<file path="src/rtl/sdram_req_queue_pkg.sv">
// rtl/sdram_req_queue_pkg.sv - shared FSM encodings and helpers for the SDRAM request queue
package sdram_req_queue_pkg;

  typedef enum logic [2:0] {
    STATE_Q_BOOT      = 3'd0,
    STATE_Q_BOOT_WAIT = 3'd1,
    STATE_Q_IDLE      = 3'd2,
    STATE_Q_ISSUE     = 3'd3,
    STATE_Q_WAIT_ACC  = 3'd4,
    STATE_Q_WAIT_RD   = 3'd5,
    STATE_Q_WAIT_WR   = 3'd6
  } state_q_e;

  // True while a request has left the FIFO but the controller has not yet returned to idle.
  function automatic logic is_outstanding(input state_q_e s);
    return (s == STATE_Q_ISSUE) || (s == STATE_Q_WAIT_ACC) ||
           (s == STATE_Q_WAIT_RD) || (s == STATE_Q_WAIT_WR);
  endfunction

endpackage

</file>
<file path="src/rtl/sdram_req_fifo.sv">
// rtl/sdram_req_fifo.sv - circular request buffer with wrap-bit pointers
module sdram_req_fifo #(
  parameter int WIDTH      = 45,
  parameter int DEPTH_LOG2 = 2
) (
  input  logic             clk,
  input  logic             rst_n,
  input  logic             push,
  input  logic             pop,
  input  logic [WIDTH-1:0] din,
  output logic [WIDTH-1:0] dout,
  output logic             full,
  output logic             empty
);

  localparam int DEPTH = 1 << DEPTH_LOG2;

  logic [DEPTH_LOG2:0] wr_ptr;
  logic [DEPTH_LOG2:0] rd_ptr;
  logic [WIDTH-1:0]    mem [DEPTH];
  logic                do_push;
  logic                do_pop;

  // Extra pointer MSB distinguishes full from empty when the index bits match.
  assign full    = (wr_ptr[DEPTH_LOG2] != rd_ptr[DEPTH_LOG2]) &&
                   (wr_ptr[DEPTH_LOG2-1:0] == rd_ptr[DEPTH_LOG2-1:0]);
  assign empty   = (wr_ptr == rd_ptr);
  assign do_push = push && !full;
  assign do_pop  = pop && !empty;
  assign dout    = mem[rd_ptr[DEPTH_LOG2-1:0]];

  // Pointer update; both advance together on a simultaneous push and pop.
  always_ff @(posedge clk) begin
    if (!rst_n) begin
      wr_ptr <= '0;
      rd_ptr <= '0;
    end else begin
      if (do_push) wr_ptr <= wr_ptr + 1'b1;
      if (do_pop)  rd_ptr <= rd_ptr + 1'b1;
    end
  end

  // Storage write; contents need no reset since empty gates every read.
  always_ff @(posedge clk) begin
    if (do_push) mem[wr_ptr[DEPTH_LOG2-1:0]] <= din;
  end

endmodule

</file>
<file path="src/rtl/sdram_req_queue.sv">
// rtl/sdram_req_queue.sv - host request queue and issue sequencer for the SDRAM controller (option: SDRAM_REQ_WR_ACK_EN)
module sdram_req_queue
  import sdram_req_queue_pkg::*;
#(
  parameter int ADDR_W     = 12,
  parameter int DATA_W     = 32,
  parameter int DEPTH_LOG2 = 2
) (
  input  logic              clk,
  input  logic              rst_n,
  input  logic              req_valid,
  output logic              req_ready,
  input  logic              req_we,
  input  logic [ADDR_W-1:0] req_addr,
  input  logic [DATA_W-1:0] req_wdata,
  output logic              rsp_valid,
  output logic [DATA_W-1:0] rsp_rdata,
  output logic              init_done,
  output logic              busy,
  output logic              ctl_en,
  output logic              ctl_we,
  output logic [ADDR_W-1:0] ctl_addr,
  output logic [DATA_W-1:0] ctl_wdata,
  input  logic              ctl_rdy,
  input  logic [DATA_W-1:0] ctl_rdata,
  input  logic              ctl_valid
);

  localparam int ENTRY_W = ADDR_W + DATA_W + 1;

  state_q_e          state_q, state_d;
  logic              ctl_en_d, ctl_we_d, rsp_valid_d, init_done_d;
  logic [ADDR_W-1:0] ctl_addr_d;
  logic [DATA_W-1:0] ctl_wdata_d, rsp_rdata_d;

  logic               fifo_push, fifo_pop, fifo_full, fifo_empty;
  logic [ENTRY_W-1:0] fifo_din, fifo_dout;
  logic               head_we;
  logic [ADDR_W-1:0]  head_addr;
  logic [DATA_W-1:0]  head_wdata;

  assign req_ready = !fifo_full;
  assign fifo_push = req_valid && !fifo_full;
  assign fifo_din  = {req_we, req_addr, req_wdata};
  assign {head_we, head_addr, head_wdata} = fifo_dout;
  assign busy      = !fifo_empty || is_outstanding(state_q);

  sdram_req_fifo #(
    .WIDTH      (ENTRY_W),
    .DEPTH_LOG2 (DEPTH_LOG2)
  ) u_fifo (
    .clk   (clk),
    .rst_n (rst_n),
    .push  (fifo_push),
    .pop   (fifo_pop),
    .din   (fifo_din),
    .dout  (fifo_dout),
    .full  (fifo_full),
    .empty (fifo_empty)
  );

  // Next-state and registered-output logic; the controller handshake is tracked through ctl_rdy edges.
  always_comb begin
    state_d     = state_q;
    ctl_en_d    = 1'b0;
    ctl_we_d    = ctl_we;
    ctl_addr_d  = ctl_addr;
    ctl_wdata_d = ctl_wdata;
    rsp_valid_d = 1'b0;
    rsp_rdata_d = rsp_rdata;
    init_done_d = init_done;
    fifo_pop    = 1'b0;
    case (state_q)
      STATE_Q_BOOT: begin
        ctl_en_d = 1'b1;
        state_d  = STATE_Q_BOOT_WAIT;
      end
      STATE_Q_BOOT_WAIT: begin
        if (ctl_rdy) begin
          init_done_d = 1'b1;
          state_d     = STATE_Q_IDLE;
        end
      end
      STATE_Q_IDLE: begin
        // Ready already excludes an imminent refresh, so the enable next cycle is safe.
        if (!fifo_empty && ctl_rdy) begin
          fifo_pop    = 1'b1;
          ctl_we_d    = head_we;
          ctl_addr_d  = head_addr;
          ctl_wdata_d = head_wdata;
          ctl_en_d    = 1'b1;
          state_d     = STATE_Q_ISSUE;
        end
      end
      STATE_Q_ISSUE: begin
        state_d = STATE_Q_WAIT_ACC;
      end
      STATE_Q_WAIT_ACC: begin
        if (!ctl_rdy) state_d = ctl_we ? STATE_Q_WAIT_WR : STATE_Q_WAIT_RD;
      end
      STATE_Q_WAIT_RD: begin
        if (ctl_valid) begin
          rsp_rdata_d = ctl_rdata;
          rsp_valid_d = 1'b1;
          state_d     = STATE_Q_WAIT_WR;
        end
      end
      STATE_Q_WAIT_WR: begin
        if (ctl_rdy) begin
          state_d = STATE_Q_IDLE;
`ifdef SDRAM_REQ_WR_ACK_EN
          rsp_valid_d = ctl_we;
`endif
        end
      end
      default: state_d = STATE_Q_BOOT;
    endcase
  end

  // State and output registers; reset aborts any access and restarts the boot sequence.
  always_ff @(posedge clk) begin
    if (!rst_n) begin
      state_q   <= STATE_Q_BOOT;
      ctl_en    <= 1'b0;
      ctl_we    <= 1'b0;
      ctl_addr  <= '0;
      ctl_wdata <= '0;
      rsp_valid <= 1'b0;
      rsp_rdata <= '0;
      init_done <= 1'b0;
    end else begin
      state_q   <= state_d;
      ctl_en    <= ctl_en_d;
      ctl_we    <= ctl_we_d;
      ctl_addr  <= ctl_addr_d;
      ctl_wdata <= ctl_wdata_d;
      rsp_valid <= rsp_valid_d;
      rsp_rdata <= rsp_rdata_d;
      init_done <= init_done_d;
    end
  end

endmodule

</file>
<file path="config.mk">
export PLATFORM = sky130hd
export DESIGN_NAME = sdram_req_queue
export DESIGN_NICKNAME = d
export VERILOG_FILES = /design/src/rtl/sdram_req_queue_pkg.sv /design/src/rtl/sdram_req_fifo.sv /design/src/rtl/sdram_req_queue.sv
export SDC_FILE = /design/constraint.sdc
export NUM_CORES = 1
export LEC_CHECK = 0
export CAP_MARGIN = 25
export CORE_ASPECT_RATIO = 2
export CORE_MARGIN = 8
export CORE_UTILIZATION = 53
export DETAILED_ROUTE_END_ITERATION = 7
export PLACE_DENSITY = 0.79
export SLEW_MARGIN = 30
export SYNTH_ARGS = -nofsm -noshare
export SYNTH_HDL_FRONTEND = slang
export SYNTH_SLANG_ARGS = --single-unit
</file>
<file path="constraint.sdc">
create_clock -name clk -period 3.21 [get_ports clk]
set_clock_uncertainty 0.2 [all_clocks]
set_input_delay 0.4815 -clock clk [delete_from_list [all_inputs] [get_ports clk]]
set_output_delay 0.4815 -clock clk [all_outputs]
set_load 0.05 [all_outputs]
</file>
==> Word level (Yosys, flattened, before mapping) <==
Memory sizes are Yosys's and may differ from the RTL's. A register that Yosys moved wholly into a read port is not among the register bits.
Cells that the tools add are included.
{ "op_classes": {"muxes": 12, "n_eq_ne": 13, "addsub": 2, "n_reduce_logical": 19} }
{ "ops": {"columns": ["cell", "count"], "rows": [
  ["$pmux W3 S6", 1],
  ["$mux W3", 4],
  ["$eq A3 B3 Y1 const B", 3],
  ["$reduce_and A2 Y1", 4],
  ["$add A3 B1 Y3 const B", 2],
  ["$eq A3 B2 Y1 const B", 2],
  ["$ne A2 B2 Y1 const B", 3],
  ["$logic_and A1 B1 Y1", 5],
  ["$mux W1", 5],
  ["$logic_or A1 B1 Y1", 4],
  ["$reduce_and A4 Y1", 1],
  ["$eq A3 B1 Y1 const B", 1],
  ["$eq A3 B3 Y1", 1],
  ["$logic_not A1 Y1", 3],
  ["$logic_not A3 Y1", 1],
  ["$eq A2 B2 Y1", 1],
  ["$mux W2", 1],
  ["$ne A2 B1 Y1 const B", 1],
  ["$pmux W1 S2", 1],
  ["$reduce_or A2 Y1", 1],
  ["$ne A1 B1 Y1", 1]
]} }
{ "word_totals": {"mem_bits_rw": 180, "n_memories": 1, "out_inout_bits": 82, "ff_bits": 44} }
{ "mem_list": {"columns": ["name", "words", "width", "rd", "rd_ports_with_merged_regs", "wr", "line", "rtl"], "rows": [
  ["u_fifo.mem", 4, 45, 1, 1, 1, "sdram_req_fifo.sv:20", "logic [WIDTH-1:0] mem [DEPTH];"]
]} }

==> Logic depth before layout (Yosys ltp) <==
{ "logic_depth": {"ltp_word": 7, "ltp_mapped": 6, "depth_no_buf": 4} }

==> By module <==
From an unflattened synthesis, not the netlist that was laid out.
{ "hier_totals": {"hier_cells": 678, "area_unflattened_um2": 10332.4} }
{ "modules_own_cells": {"columns": ["mod", "n_inst", "cells_each", "area_each_um2"], "rows": [
  ["sdram_req_fifo", 1, 303, 7048.0],
  ["sdram_req_queue", 1, 375, 3284.4]
]} }

==> Least setup slack after synthesis <==
OpenSTA, ideal clock, no wires.
{ "synth_timing": {"path_type": "reg-to-reg", "from": "reg u_fifo.wr_ptr[1]", "to": "mem u_fifo.mem[0][0], enable pin", "synth_period_minus_slack_ns": 2.720, "required_time_ns": 2.603, "slack_ns": 0.490, "arrival_ns": 2.113, "n_path_buf": 0, "path_stages_with_launch": 4, "setup_ns": 0.407, "cell_sequence": "dfxtp_1 xor2_2 o31a_1 and2_1"} }
{ "synth_between": {"elab_chain_cells": 7} }
{ "synth_rtl": {"columns": ["element", "line", "rtl"], "rows": [
  ["start: declaration", "sdram_req_fifo.sv:18", "logic [DEPTH_LOG2:0] wr_ptr;"],
  ["start signal: assignment", "sdram_req_fifo.sv:38", "if (do_push) wr_ptr <= wr_ptr + 1'b1;"],
  ["$eq A2 B2 Y1", "sdram_req_fifo.sv:26", "(wr_ptr[DEPTH_LOG2-1:0] == rd_ptr[DEPTH_LOG2-1:0]);"],
  ["$logic_and A1 B1 Y1", "sdram_req_fifo.sv:25", "assign full = (wr_ptr[DEPTH_LOG2] != rd_ptr[DEPTH_LOG2]) &&"],
  ["$logic_not A1 Y1", "sdram_req_fifo.sv:28, sdram_req_queue.sv:43", null],
  ["$logic_and A1 B1 Y1", "sdram_req_queue.sv:43", "assign fifo_push = req_valid && !fifo_full;"],
  ["$logic_and A1 B1 Y1", "sdram_req_fifo.sv:28", "assign do_push = push && !full;"],
  ["$mux W1", "sdram_req_fifo.sv:45", "if (do_push) mem[wr_ptr[DEPTH_LOG2-1:0]] <= din;"],
  ["$mux W1 (not written as such)", "sdram_req_fifo.sv:45", null],
  ["end: declaration", "sdram_req_fifo.sv:20", null]
]} }
Parallel ways exist; a longest one is shown, timed or not.

==> Worst setup path in the final report <==
{ "layout_timing": {"from": "reg u_fifo.wr_ptr[1]", "to": "out req_ready"} }
{ "layout_between": {"elab_chain_cells": 3} }
{ "layout_rtl": {"columns": ["element", "line", "rtl"], "rows": [
  ["$eq A2 B2 Y1", "sdram_req_fifo.sv:26", null],
  ["$logic_and A1 B1 Y1", "sdram_req_fifo.sv:25", null],
  ["$logic_not A1 Y1", "sdram_req_queue.sv:42", "assign req_ready = !fifo_full;"],
  ["end: declaration", "sdram_req_queue.sv:12", "output logic req_ready,"]
]} }
No other way between the ends.

==> metrics.sh <==
FINAL_PERIOD_MINUS_WORST_SETUP_SLACK_NS=3.09
ANTENNADIODECOUNT=0
MAX-VDD-IR-DROP_mV=0.522
RUN_STATUS='finished clean'
SYN-INSTANCE-COUNT=655
CP_LAUNCH_TYPE='flop'
CHIPHEIGHT_MICRONS=211
GRT_TOTAL_OVFL=0
CRITICAL_PATH_CLASS='flop to primary output'
FINAL_ANTENNA_VIOLATING_NET_COUNT=0
IO_BUFFER_COUNT=163
SYNTH_AREA_SQ_UM=10100
TOP_LEVEL_PORTS=164
FLOORPLAN.INITIALDENSITY=0.540
CTS_BUFFERS=23
SETUP_VIOL=0
SYNTH_XOR_XNOR_AREA_SHARE=0.00569
AVGSYNTHCELLAREA_SQ_UM=15.4
SYNTH_SIMPLE_GATE_AREA_FRAC=0.0762
LEAKAGE_nW=4.57
AREA.GROWTH.SYNTH_TO_FINAL_PCT=27.3
CLOCK_SINKS=269
SYNTHMUXAREASHARE=0.149
NETSWITCHINGPOWER_mW=1.58
NUMBER_OF_UNIQUE_STANDARD_CELL_TYPES_USED_BY_SYNTHESIS=40
SHARE_OF_FINAL_LAYOUT_STANDARD_CELLS_STRONGER_THAN_DRIVE_STRENGTH_1=0.132
CRIT_PATH_MAX_FANOUT=7
DRCVIOLATIONCOUNT=0
NUMBER_OF_ANTENNA_VIOLATIONS_AT_THE_FIRST_CHECK_IN_GLOBAL_ROUTING=0
SYNTH_FA_HA_AREA_FRAC=0.00618
CLK_LATENCY_WORST_SKEW_PAIR_NS=0.50
FP.DIEW_MICRONS=114
COMMONEST_NON_FILL_NON_TAP_CELL_IN_THE_LAYOUT='edfxtp_1'
ROWS=71
DETAIL_ROUTE.VIAS_PER_CELL=5.37
MAXSLEWHEADROOM=0.521
RSZ0062_AT_GRT='false'
MIN_PATH_TYPE='flop to flop'
DETAILEDROUTE.FIRSTITERATIONVIOLATIONS=308
CRITICAL_PATH_AT_NS=2.40
GRT_PASS1_VIAS=6389
CTS.REPORTEDPATHS.CLKPINSLEW_NS=0.07
CTS.ROOT.BUFFER_CELL='clkbuf_16'
CELL_INT_POWER_mW=5.83
DRT_WL_TOTAL_MM=22.0
PLACE.DETAILED.HPWL_MM=15.0
PLACE.GP.CONGESTION=0.802
END_KIND='primary output'
DESIGN.DIE.AREA_SQ_UM=24000
SYNTH-COMPOUND-AREA-SHARE=0.0294
AVGROUTEDWIREPERCELL_MICRONS=20.2
TIMING.FINAL.HOLD_VIOLATIONS=0
DP_CELLS=1050
MAXCAP_VIOLATIONS=0
MAXSLEWVIOLCOUNT=0
SYNTHESIS.YOSYS.WARNINGS=0
FINALCRITPERIODSHARE=0.961
POWER_FRAC_CLOCK=0.399
CLOCK_TREE_FROM_TRITONCTS='done'
GRT_START_MAX_NET_PINS=70
SYNTH_NETS=742
TIGHTEST_SLEW_NS=0.718
FINISH.CELL_COUNT_WITHOUT_FILLERS=1091
P_SW_FRAC=0.213
GR-USAGE-ALL-LAYERS=0.183
VIAS=5862
CORE_REGION_AREA_SQ_UM=18700
MAX_FREQ_GHz=0.324
LARGEST_FAMILY_OF_LOGIC_CELLS_BY_SYNTHESIZED_AREA='multiplexers'
WORSTPATHREQUIRED_NS=2.53
FIRST_PASS_ITERS=4
GRT_FIRST_PASS_WIRELENGTH_MM=34.5
PWR_CELL_AREA_nW_PER_UM2=576
SYNTH.YOSYS.SEQ_AREA_SHARE=0.710
SEQPWRFRAC=0.526
FINAL_CELL_MIX='edfxtp_1 (180), nand2_1 (166), clkdlybuf4s50_1 (161), dfxtp_1 (87), mux2i_1 (49)'
SETUP_TOTAL_NEGATIVE_SLACK_NS=0
NNETSFINAL=907
SYNTH-SEQ-CELLS=269
MAXIMUM_LEVEL_OF_THE_CTS_H_TREE=1
CTS.REPAIR_TIMING.SETUP_BUFFER_COUNT=0
CLK_PATH_BUF_DEPTH=3
POWER_FRAC_COMB=0.076
HOLD_BUFFERS=0
synth_stat cells, drive strengths merged:
cell     count  area share
a2111oi      1     0.00087
a211o        1     0.00087
a211oi       2      0.0015
a21oi       35       0.017
a311o        1     0.00099
a31oi        1     0.00062
a41oi        1     0.00087
and2         5      0.0031
and3b        2      0.0017
and4         1     0.00087
and4b        1     0.00099
and4bb       1      0.0012
buf         21       0.014
clkbuf      18      0.0067
dfxtp       89        0.18
edfxtp     180        0.53
ha           5      0.0062
inv          7      0.0026
mux2i       49       0.048
mux4        45        0.10
nand2      166       0.062
nand2b       1     0.00062
nand3        3      0.0015
nand4b       1     0.00087
nor2         2     0.00074
nor3         2     0.00099
nor3b        1     0.00074
nor4         1     0.00062
o21ai        2     0.00099
o311a        1     0.00099
o31a         1     0.00087
o31ai        3      0.0036
or3          1     0.00062
xnor2        1     0.00087
xor2         3      0.0048
path summary, 6_finish.rpt:
path         slack (ns)  cells after the start              from               end
min                0.26                      2     rsp_rdata[26]     rsp_rdata[26]
min reg2reg        0.26                      2     rsp_rdata[26]     rsp_rdata[26]
max                0.12                      3  u_fifo.wr_ptr[1]         req_ready
max reg2reg        0.77                      4  u_fifo.wr_ptr[1]  u_fifo.mem[3][8]
timing repair:
| item | in CTS | in global routing |
|---|---|---|
| resized for setup | 0 | 1 |
| endpoints found under the hold margin | 0 | 0 |
| setup endpoints to repair | 0 | 1 |
power by group through the flow:
stage / logic (mW) / clock network (mW) / registers, mW
CTS: 0.571 / 3.02 / 3.90
global placement: 0.554 / 0 / 3.96
detailed placement: 0.565 / 0 / 3.97
global route: 0.604 / 3.14 / 3.91
finish: 0.563 / 2.96 / 3.90
floorplan: 0.261 / 0 / 4.01
critical path: stages (launching register included):
cell and delay, ns:
dfxtp_1 0.48, xor2_2 0.39, or3_1 0.20, clkdlybuf4s50_1 0.83
state kept, by name (all words and copies together) (netlist names):
register / cells
rsp_valid: 1
ctl_addr: 12
rsp_rdata: 32
u_fifo.wr_ptr: 3
state_q: 3
u_fifo.mem: 180
ctl_we: 1
ctl_wdata: 32
u_fifo.rd_ptr: 3
init_done: 1
ctl_en: 1
routing by layer:
layer,global-route usage,wire [microns],up-vias
met4,0.0550,456,0
met1,0.191,7890,2921
met3,0.0380,1220,35
met5,0,0,-
li1,-,-,2736
met2,0.355,12400,170
layout make-up:
cell class | instances | area (sq um)
multi-input cells | 340 | 2700
repair buffers | 179 | 1830
well taps | 255 | 319
fillers | 1221 | 5860
clock buffers | 28 | 626
clock inverters | 13 | 196
inverters | 7 | 26.3
flip-flops and latches | 269 | 7190
metrics by stage:
stage / setup WS (ns) / utilization / area, sq um / hold slack [ns] / power, mW
final: 0.125 / 0.687 / 12900 / 0.255 / 7.42
after floorplan: 0.490 / - / 10100 / 0.314 / 4.27
after global routing: 0.0144 / 0.687 / 12900 / 0.273 / 7.65
after detailed placement: 0.624 / 0.643 / 12100 / 0.247 / 4.54
after CTS: 0.0712 / 0.687 / 12900 / 0.257 / 7.49
after global placement: 0.705 / 0.642 / 12000 / 0.243 / 4.52
logic make-up after synthesis:
family                     after synthesis
DFF                                    269
and+or+nand+nor                        188
muxes                                   94
AOI/OAI and AO/OA                       49
buffers and inverters                   46
adders and majority gates                5
xor gates and xnor gates                 4
No activity file was read; power rests on OpenSTA's default activity.
